### src/rtl/seven_seg_pkg.sv
// Shared definitions for the two-digit seven-segment display path.
// Used by the display arbiter, the display mux and segment encoders.
package seven_seg_pkg;

    localparam int SEG_W  = 7;
    localparam int DISP_W = 2 * SEG_W;

    localparam logic [DISP_W-1:0] BLANK_PATTERN = '0;

    typedef enum logic [1:0] {
        IDLE,
        OWN,
        SWITCH
    } arb_state_e;

    function automatic logic [DISP_W-1:0] join_digits(
        input logic [SEG_W-1:0] hi,
        input logic [SEG_W-1:0] lo
    );
        return {hi, lo};
    endfunction

endpackage

### src/rtl/seven_seg_display_arbiter_if.sv
// Request/grant and segment bus between display requesters and the arbiter.
// Requesters drive the master side; the arbiter is the slave.
interface seven_seg_display_arbiter_if #(
    parameter int N_REQ = 4
);
    import seven_seg_pkg::*;

    logic [N_REQ-1:0]        req;
    logic [N_REQ*DISP_W-1:0] disp_data;
    logic                    tick;
    logic [N_REQ-1:0]        gnt;
    logic [DISP_W-1:0]       both7seg;
    logic                    busy;

    modport master (
        output req,
        output disp_data,
        output tick,
        input  gnt,
        input  both7seg,
        input  busy
    );

    modport slave (
        input  req,
        input  disp_data,
        input  tick,
        output gnt,
        output both7seg,
        output busy
    );

endinterface

### src/rtl/seven_seg_rr_pick.sv
// Combinational round-robin picker: first set req bit after ptr, with wrap.
// Returns a one-hot pick and a valid flag.
module seven_seg_rr_pick #(
    parameter int N  = 4,
    parameter int PW = $clog2(N)
) (
    input  logic [N-1:0]  req,
    input  logic [PW-1:0] ptr,
    output logic [N-1:0]  pick,
    output logic          valid
);

    always_comb begin
        pick  = '0;
        valid = 1'b0;
        for (int k = 1; k <= N; k++) begin
            if (!valid && req[(int'(ptr) + k) % N]) begin
                pick[(int'(ptr) + k) % N] = 1'b1;
                valid = 1'b1;
            end
        end
    end

endmodule

### src/rtl/seven_seg_display_arbiter.sv
// Round-robin owner of the shared seven-segment display with refresh-based hold limit.
// Optional SEVEN_SEG_ARB_PRIO0_EN makes requester 0 urgent.
module seven_seg_display_arbiter
    import seven_seg_pkg::*;
#(
    parameter int                N_REQ        = 4,
    parameter int                MAX_HOLD     = 3,
    parameter logic [DISP_W-1:0] IDLE_PATTERN = BLANK_PATTERN
) (
    input logic                         clk,
    input logic                         rst,
    seven_seg_display_arbiter_if.slave  bus
);

    localparam int PW = $clog2(N_REQ);
    localparam int HW = $clog2(MAX_HOLD + 1);
    localparam logic [HW-1:0] HOLD_MAX = HW'(MAX_HOLD);

    arb_state_e        state, state_n;
    logic [PW-1:0]     ptr, ptr_n;
    logic [PW-1:0]     owner, owner_n;
    logic [HW-1:0]     hold, hold_n;
    logic [N_REQ-1:0]  gnt_q, gnt_n;
    logic [DISP_W-1:0] seg_q, seg_n;

    logic [N_REQ-1:0]  rr_oh, pick_oh;
    logic              rr_vld, pick_vld;
    logic [PW-1:0]     pick_idx;
    logic [DISP_W-1:0] own_data;
    logic              release_c, rotate, urgent, keep_ptr;

    seven_seg_rr_pick #(
        .N  (N_REQ),
        .PW (PW)
    ) u_pick (
        .req   (bus.req),
        .ptr   (ptr),
        .pick  (rr_oh),
        .valid (rr_vld)
    );

`ifdef SEVEN_SEG_ARB_PRIO0_EN
    // Requester 0 jumps the queue; its own turns leave ptr untouched.
    assign pick_oh  = bus.req[0] ? N_REQ'(1) : rr_oh;
    assign pick_vld = rr_vld;
    assign urgent   = bus.req[0] && (owner != '0);
    assign keep_ptr = (owner == '0);
`else
    assign pick_oh  = rr_oh;
    assign pick_vld = rr_vld;
    assign urgent   = 1'b0;
    assign keep_ptr = 1'b0;
`endif

    always_comb begin
        pick_idx = '0;
        own_data = IDLE_PATTERN;
        for (int i = 0; i < N_REQ; i++) begin
            if (pick_oh[i])
                pick_idx = PW'(i);
            if (owner == PW'(i))
                own_data = bus.disp_data[DISP_W*i +: DISP_W];
        end
    end

    assign release_c = !bus.req[owner];
    assign rotate    = (hold == HOLD_MAX) && |(bus.req & ~gnt_q);

    always_comb begin
        state_n = state;
        ptr_n   = ptr;
        owner_n = owner;
        hold_n  = hold;
        gnt_n   = '0;
        seg_n   = IDLE_PATTERN;
        unique case (state)
            IDLE: begin
                if (pick_vld) begin
                    state_n = OWN;
                    owner_n = pick_idx;
                    hold_n  = '0;
                    gnt_n   = pick_oh;
                end
            end
            OWN: begin
                if (bus.tick && hold != HOLD_MAX)
                    hold_n = hold + 1'b1;
                if (release_c || rotate || urgent) begin
                    state_n = SWITCH;
                end else begin
                    gnt_n = gnt_q;
                    seg_n = own_data;
                end
            end
            SWITCH: begin
                state_n = IDLE;
                if (!keep_ptr)
                    ptr_n = owner;
            end
            default: state_n = IDLE;
        endcase
    end

    always_ff @(posedge clk or posedge rst) begin
        if (rst) begin
            state <= IDLE;
            ptr   <= PW'(N_REQ - 1);
            owner <= '0;
            hold  <= '0;
            gnt_q <= '0;
            seg_q <= IDLE_PATTERN;
        end else begin
            state <= state_n;
            ptr   <= ptr_n;
            owner <= owner_n;
            hold  <= hold_n;
            gnt_q <= gnt_n;
            seg_q <= seg_n;
        end
    end

    assign bus.gnt      = gnt_q;
    assign bus.both7seg = seg_q;
    assign bus.busy     = (state == OWN);

endmodule
### src/flat_wrapper.sv
// flat-port wrapper written by rule: the top's interface ports become plain ports
module seven_seg_display_arbiter_flat import seven_seg_pkg::*;
#(
    parameter int                N_REQ        = 4,
    parameter int                MAX_HOLD     = 3,
    parameter logic [DISP_W-1:0] IDLE_PATTERN = BLANK_PATTERN
)
  (clk, rst, bus_req, bus_disp_data, bus_tick, bus_gnt, bus_both7seg, bus_busy);
  seven_seg_display_arbiter_if #(.N_REQ(N_REQ)) bus_i ();
  input logic clk;
  input logic rst;
  input wire logic [$bits(bus_i.req)-1:0] bus_req;
  input wire logic [$bits(bus_i.disp_data)-1:0] bus_disp_data;
  input wire logic [$bits(bus_i.tick)-1:0] bus_tick;
  output wire logic [$bits(bus_i.gnt)-1:0] bus_gnt;
  output wire logic [$bits(bus_i.both7seg)-1:0] bus_both7seg;
  output wire logic [$bits(bus_i.busy)-1:0] bus_busy;
  assign bus_i.req = bus_req;
  assign bus_i.disp_data = bus_disp_data;
  assign bus_i.tick = bus_tick;
  assign bus_gnt = bus_i.gnt;
  assign bus_both7seg = bus_i.both7seg;
  assign bus_busy = bus_i.busy;
  seven_seg_display_arbiter #(.N_REQ(N_REQ), .MAX_HOLD(MAX_HOLD), .IDLE_PATTERN(IDLE_PATTERN)) u_core (.clk(clk), .rst(rst), .bus(bus_i));
endmodule
### config.mk
export PLATFORM = sky130hd
export DESIGN_NAME = seven_seg_display_arbiter_flat
export DESIGN_NICKNAME = d
export VERILOG_FILES = /design/src/rtl/seven_seg_pkg.sv /design/src/rtl/seven_seg_display_arbiter_if.sv /design/src/rtl/seven_seg_rr_pick.sv /design/src/rtl/seven_seg_display_arbiter.sv /design/src/flat_wrapper.sv
export SDC_FILE = /design/constraint.sdc
export NUM_CORES = 1
export LEC_CHECK = 0
export BUFFER_PORTS_ARGS = -buffer_cell sky130_fd_sc_hd__buf_4
export CAP_MARGIN = 20
export CORE_UTILIZATION = 42
export CTS_BUF_LIST = sky130_fd_sc_hd__clkbuf_8 sky130_fd_sc_hd__clkbuf_16
export DETAILED_ROUTE_END_ITERATION = 6
export GPL_ROUTABILITY_DRIVEN = 0
export PLACE_DENSITY_LB_ADDON = 0.3
export SYNTH_ARGS = -nofsm -noshare
export SYNTH_HDL_FRONTEND = slang
export SYNTH_SLANG_ARGS = --single-unit
### constraint.sdc
create_clock -name clk -period 2.6 [get_ports clk]
set_input_delay 0 -clock clk [delete_from_list [all_inputs] [get_ports clk]]
set_output_delay 0 -clock clk [all_outputs]
set_load 0.005 [all_outputs]
==> impl_metrics.env <==
export IMPL_post_dp_cell_area_um2=2440
export IMPL_n_antenna_cell=0
export IMPL_synth_compound_area_frac=0.117
export IMPL_area_delta_synth_final_pct=42.9
export IMPL_min_period_ns=2.49
export IMPL_max_clock_freq_mhz=401
export IMPL_worstPathMaxFanout=7
export IMPL_fillCellCount=319
export IMPL_yosys_warnings=0
export IMPL_grt_pass1_vias=1418
export IMPL_synth_seq_area_share=0.364
export IMPL_maxCapViolCount=0
export IMPL_clockRootBuffer="clkbuf_8"
export IMPL_hpwl_um=3530
export IMPL_grt_max_degree=27
export IMPL_cts_sinks=26
export IMPL_drive_gt1_frac=0.502
export IMPL_final_common_cell="buf_4"
export IMPL_dr_pass1_iters=4
export IMPL_synth_nets=228
export IMPL_worst_pin_slew_ns=0.647
export IMPL_core_area_um2=4060
export IMPL_die_w_um=67.4
export IMPL_ant_nets=0
export IMPL_vias_per_cell=5.63
export IMPL_ys_flop_type="dfrtp_1"
export IMPL_drt_iter0_markers=79
export IMPL_h_tree_depth=1
export IMPL_design_area_um2=2560
export IMPL_clk_pin_slew_ns=0.09
export IMPL_finalSetupViolCount=0
export IMPL_placementRows=23
export IMPL_drc=0
export IMPL_synth_cells=156
export IMPL_vias=1617
export IMPL_grt_pass1_wl_um=6650
export IMPL_finalHoldViolCount=0
export IMPL_grt_antenna_before_repair=0
export IMPL_final_cell_mix="88 x buf_4, 24 x dfrtp_1, 16 x mux4_2"
export IMPL_nNetsFinal=310
export IMPL_arrival_ns=2.65
export IMPL_grt_use_total=0.200
export IMPL_synth_adder_area_share=0.0628
export IMPL_yosys_area_share_simple=0.153
export IMPL_synth_top_family_by_area="multiplexers"
export IMPL_skew_ns=0.00117
export IMPL_floorplan_initialDensity=0.442
export IMPL_power_leakage_nw=1.27
export IMPL_wire_per_inst_um=16.4
export IMPL_yosys_mux_area_fraction=0.242
export IMPL_synth_cell_types=38
export IMPL_clk_latency_ns=0.26
export IMPL_worst_setup_path_type="flip-flop to flip-flop"
export IMPL_grt_overflow=0
export IMPL_synth_edff_count=0
export IMPL_cts_buffers=3
export IMPL_required_ns=2.76
export IMPL_dp_slack_ns=0.194
export IMPL_min_path_type="input pin to flip-flop"
export IMPL_syn_area_um2=1790
export IMPL_slew_headroom=0.569
export IMPL_ys_ff_latch=26
export IMPL_num_io_pins=82
export IMPL_end_kind="flip-flop"
export IMPL_fin_crit_sh=0.959
export IMPL_slew_violations=0
export IMPL_synth_xor_area_share=0
export IMPL_ir_drop_uv=430
export IMPL_dieArea_um2=4540
export IMPL_status="finished clean"
export IMPL_cts_tree="done"
export IMPL_power_density_nw_per_um2=1020
export IMPL_synth_area_per_cell_um2=11.5
export IMPL_numPortBuffers=81
export IMPL_drt_total_wl_um=4700
export IMPL_setup_tns_final_ns=0
export IMPL_synthArstFlopShare=1.00
export IMPL_start_kind="flip-flop"
export IMPL_setup_slack_ns=0.107
export IMPL_die_height_um=67.4
export IMPL_cts_buffer_depth=2
==> sequential cells by signal (all words and copies together), names as in the netlist <==
signal / flops
u_core.bus.both7seg: 14
u_core.ptr: 2
u_core.bus.gnt: 4
u_core.owner: 2
u_core.hold: 2
u_core.state: 2
==> final cells by class <==
cell class | count | area (um^2) | share of cell area
Clock inverter | 1 | 30.0 | 0.0117
Multi-Input combinational cell | 107 | 1040 | 0.406
Tap cell | 50 | 62.6 | 0.0244
Clock buffer | 3 | 41.3 | 0.0161
Inverter | 10 | 37.5 | 0.0146
Sequential cell | 26 | 653 | 0.255
Timing Repair Buffer | 90 | 698 | 0.272
==> where the power goes <==
| group | total (mW) | switching, mW | leakage (nW) | internal, mW |
|---|---|---|---|---|
| clock | 0.331 | 0.126 | 0.0357 | 0.206 |
| sequential | 0.631 | 0.0656 | 0.337 | 0.566 |
| combinational | 1.64 | 0.792 | 0.901 | 0.849 |
==> layer usage <==
layer | wire [um] | global-route usage | up-vias | share of wire
met4 | 53 | 0.0559 | 0 | 0.011
met1 | 1900 | 0.251 | 803 | 0.40
met3 | 273 | 0.0321 | 6 | 0.058
met2 | 2480 | 0.353 | 55 | 0.53
li1 | - | - | 753 | -
met5 | 0 | 0 | - | 0
==> synthesized netlist by cell type (2+ instances only) <==
| cell type | count | area (um^2) |
|---|---|---|
| inv_1 | 10 | 37.5 |
| buf_2 | 4 | 20.0 |
| and3_1 | 14 | 87.6 |
| nand4_1 | 2 | 12.5 |
| o22ai_1 | 8 | 50.1 |
| ha_1 | 9 | 113 |
| dfrtp_1 | 24 | 601 |
| nand2_1 | 7 | 26.3 |
| nor2_1 | 5 | 18.8 |
| mux4_2 | 16 | 360 |
| nand2b_1 | 5 | 31.3 |
| o21ai_0 | 3 | 15.0 |
| nor3_1 | 2 | 10.0 |
| buf_6 | 2 | 22.5 |
| dfstp_2 | 2 | 52.6 |
| clkbuf_1 | 5 | 18.8 |
| nor2b_1 | 5 | 31.3 |
| nor3b_1 | 2 | 15.0 |
| a32o_1 | 4 | 40.0 |
| o2bb2ai_1 | 3 | 26.3 |
| mux2_2 | 3 | 33.8 |
| mux2i_1 | 4 | 40.0 |
| nand3b_1 | 2 | 15.0 |
==> cell families after synthesis <==
group / after synthesis
DFF: 26
AOI/OAI and AO/OA: 27
muxes: 23
and+or+nand+nor: 48
buffers and inverters: 23
adders and majority gates: 9
==> critical path, stage by stage (launching register included) <==
cell and delay [ns]:
dfstp_2 0.54, inv_1 0.09, ha_2 0.40, mux4_2 0.59, buf_4 0.17, a211oi_1 0.22
o2bb2ai_1 0.15, a32o_1 0.22
==> per-stage QoR <==
step                      instances  hold slack, ns  power [mW]  utilization
final                           287          0.0977        2.60        0.632
after global routing            287           0.110        2.80        0.632
after CTS                       285          0.0904        2.57        0.621
after detailed placement        280           0.288        2.23        0.601
after global placement          280           0.279        2.20        0.601
after floorplan                 156          0.0385        1.74            -
==> path summary, 6_finish.rpt <==
check / from / endpoint / slack (ns) / cells past startpoint
worst max-delay path: u_core.ptr[1]$_DFFE_PP1N_ / u_core.bus.gnt[1]$_DFFE_PP0P_ / 0.11 / 7
worst min-delay path: bus_tick / u_core.hold[1]$_DFFE_PP0P_ / 0.1 / 3
worst max register to register: u_core.ptr[1]$_DFFE_PP1N_ / u_core.bus.gnt[1]$_DFFE_PP0P_ / 0.11 / 7
worst min register to register: u_core.hold[0]$_DFFE_PP0P_ / u_core.hold[0]$_DFFE_PP0P_ / 0.51 / 1
max in group asynchronous: rst / u_core.ptr[0]$_DFFE_PP1N_ / 1.96 / 4
min in group asynchronous: rst / u_core.bus.both7seg[4]$_DFF_PP0_ / 0.19 / 3
==> repair_timing <==
item | CTS | global route
buffers inserted | 0 | 1
endpoints found under the setup margin | 0 | 2
gates resized for setup | 0 | 3
endpoints found under the hold margin | 24 | 0
hold buffers | 1 | 0
No activity file was read; power rests on OpenSTA's default activity.
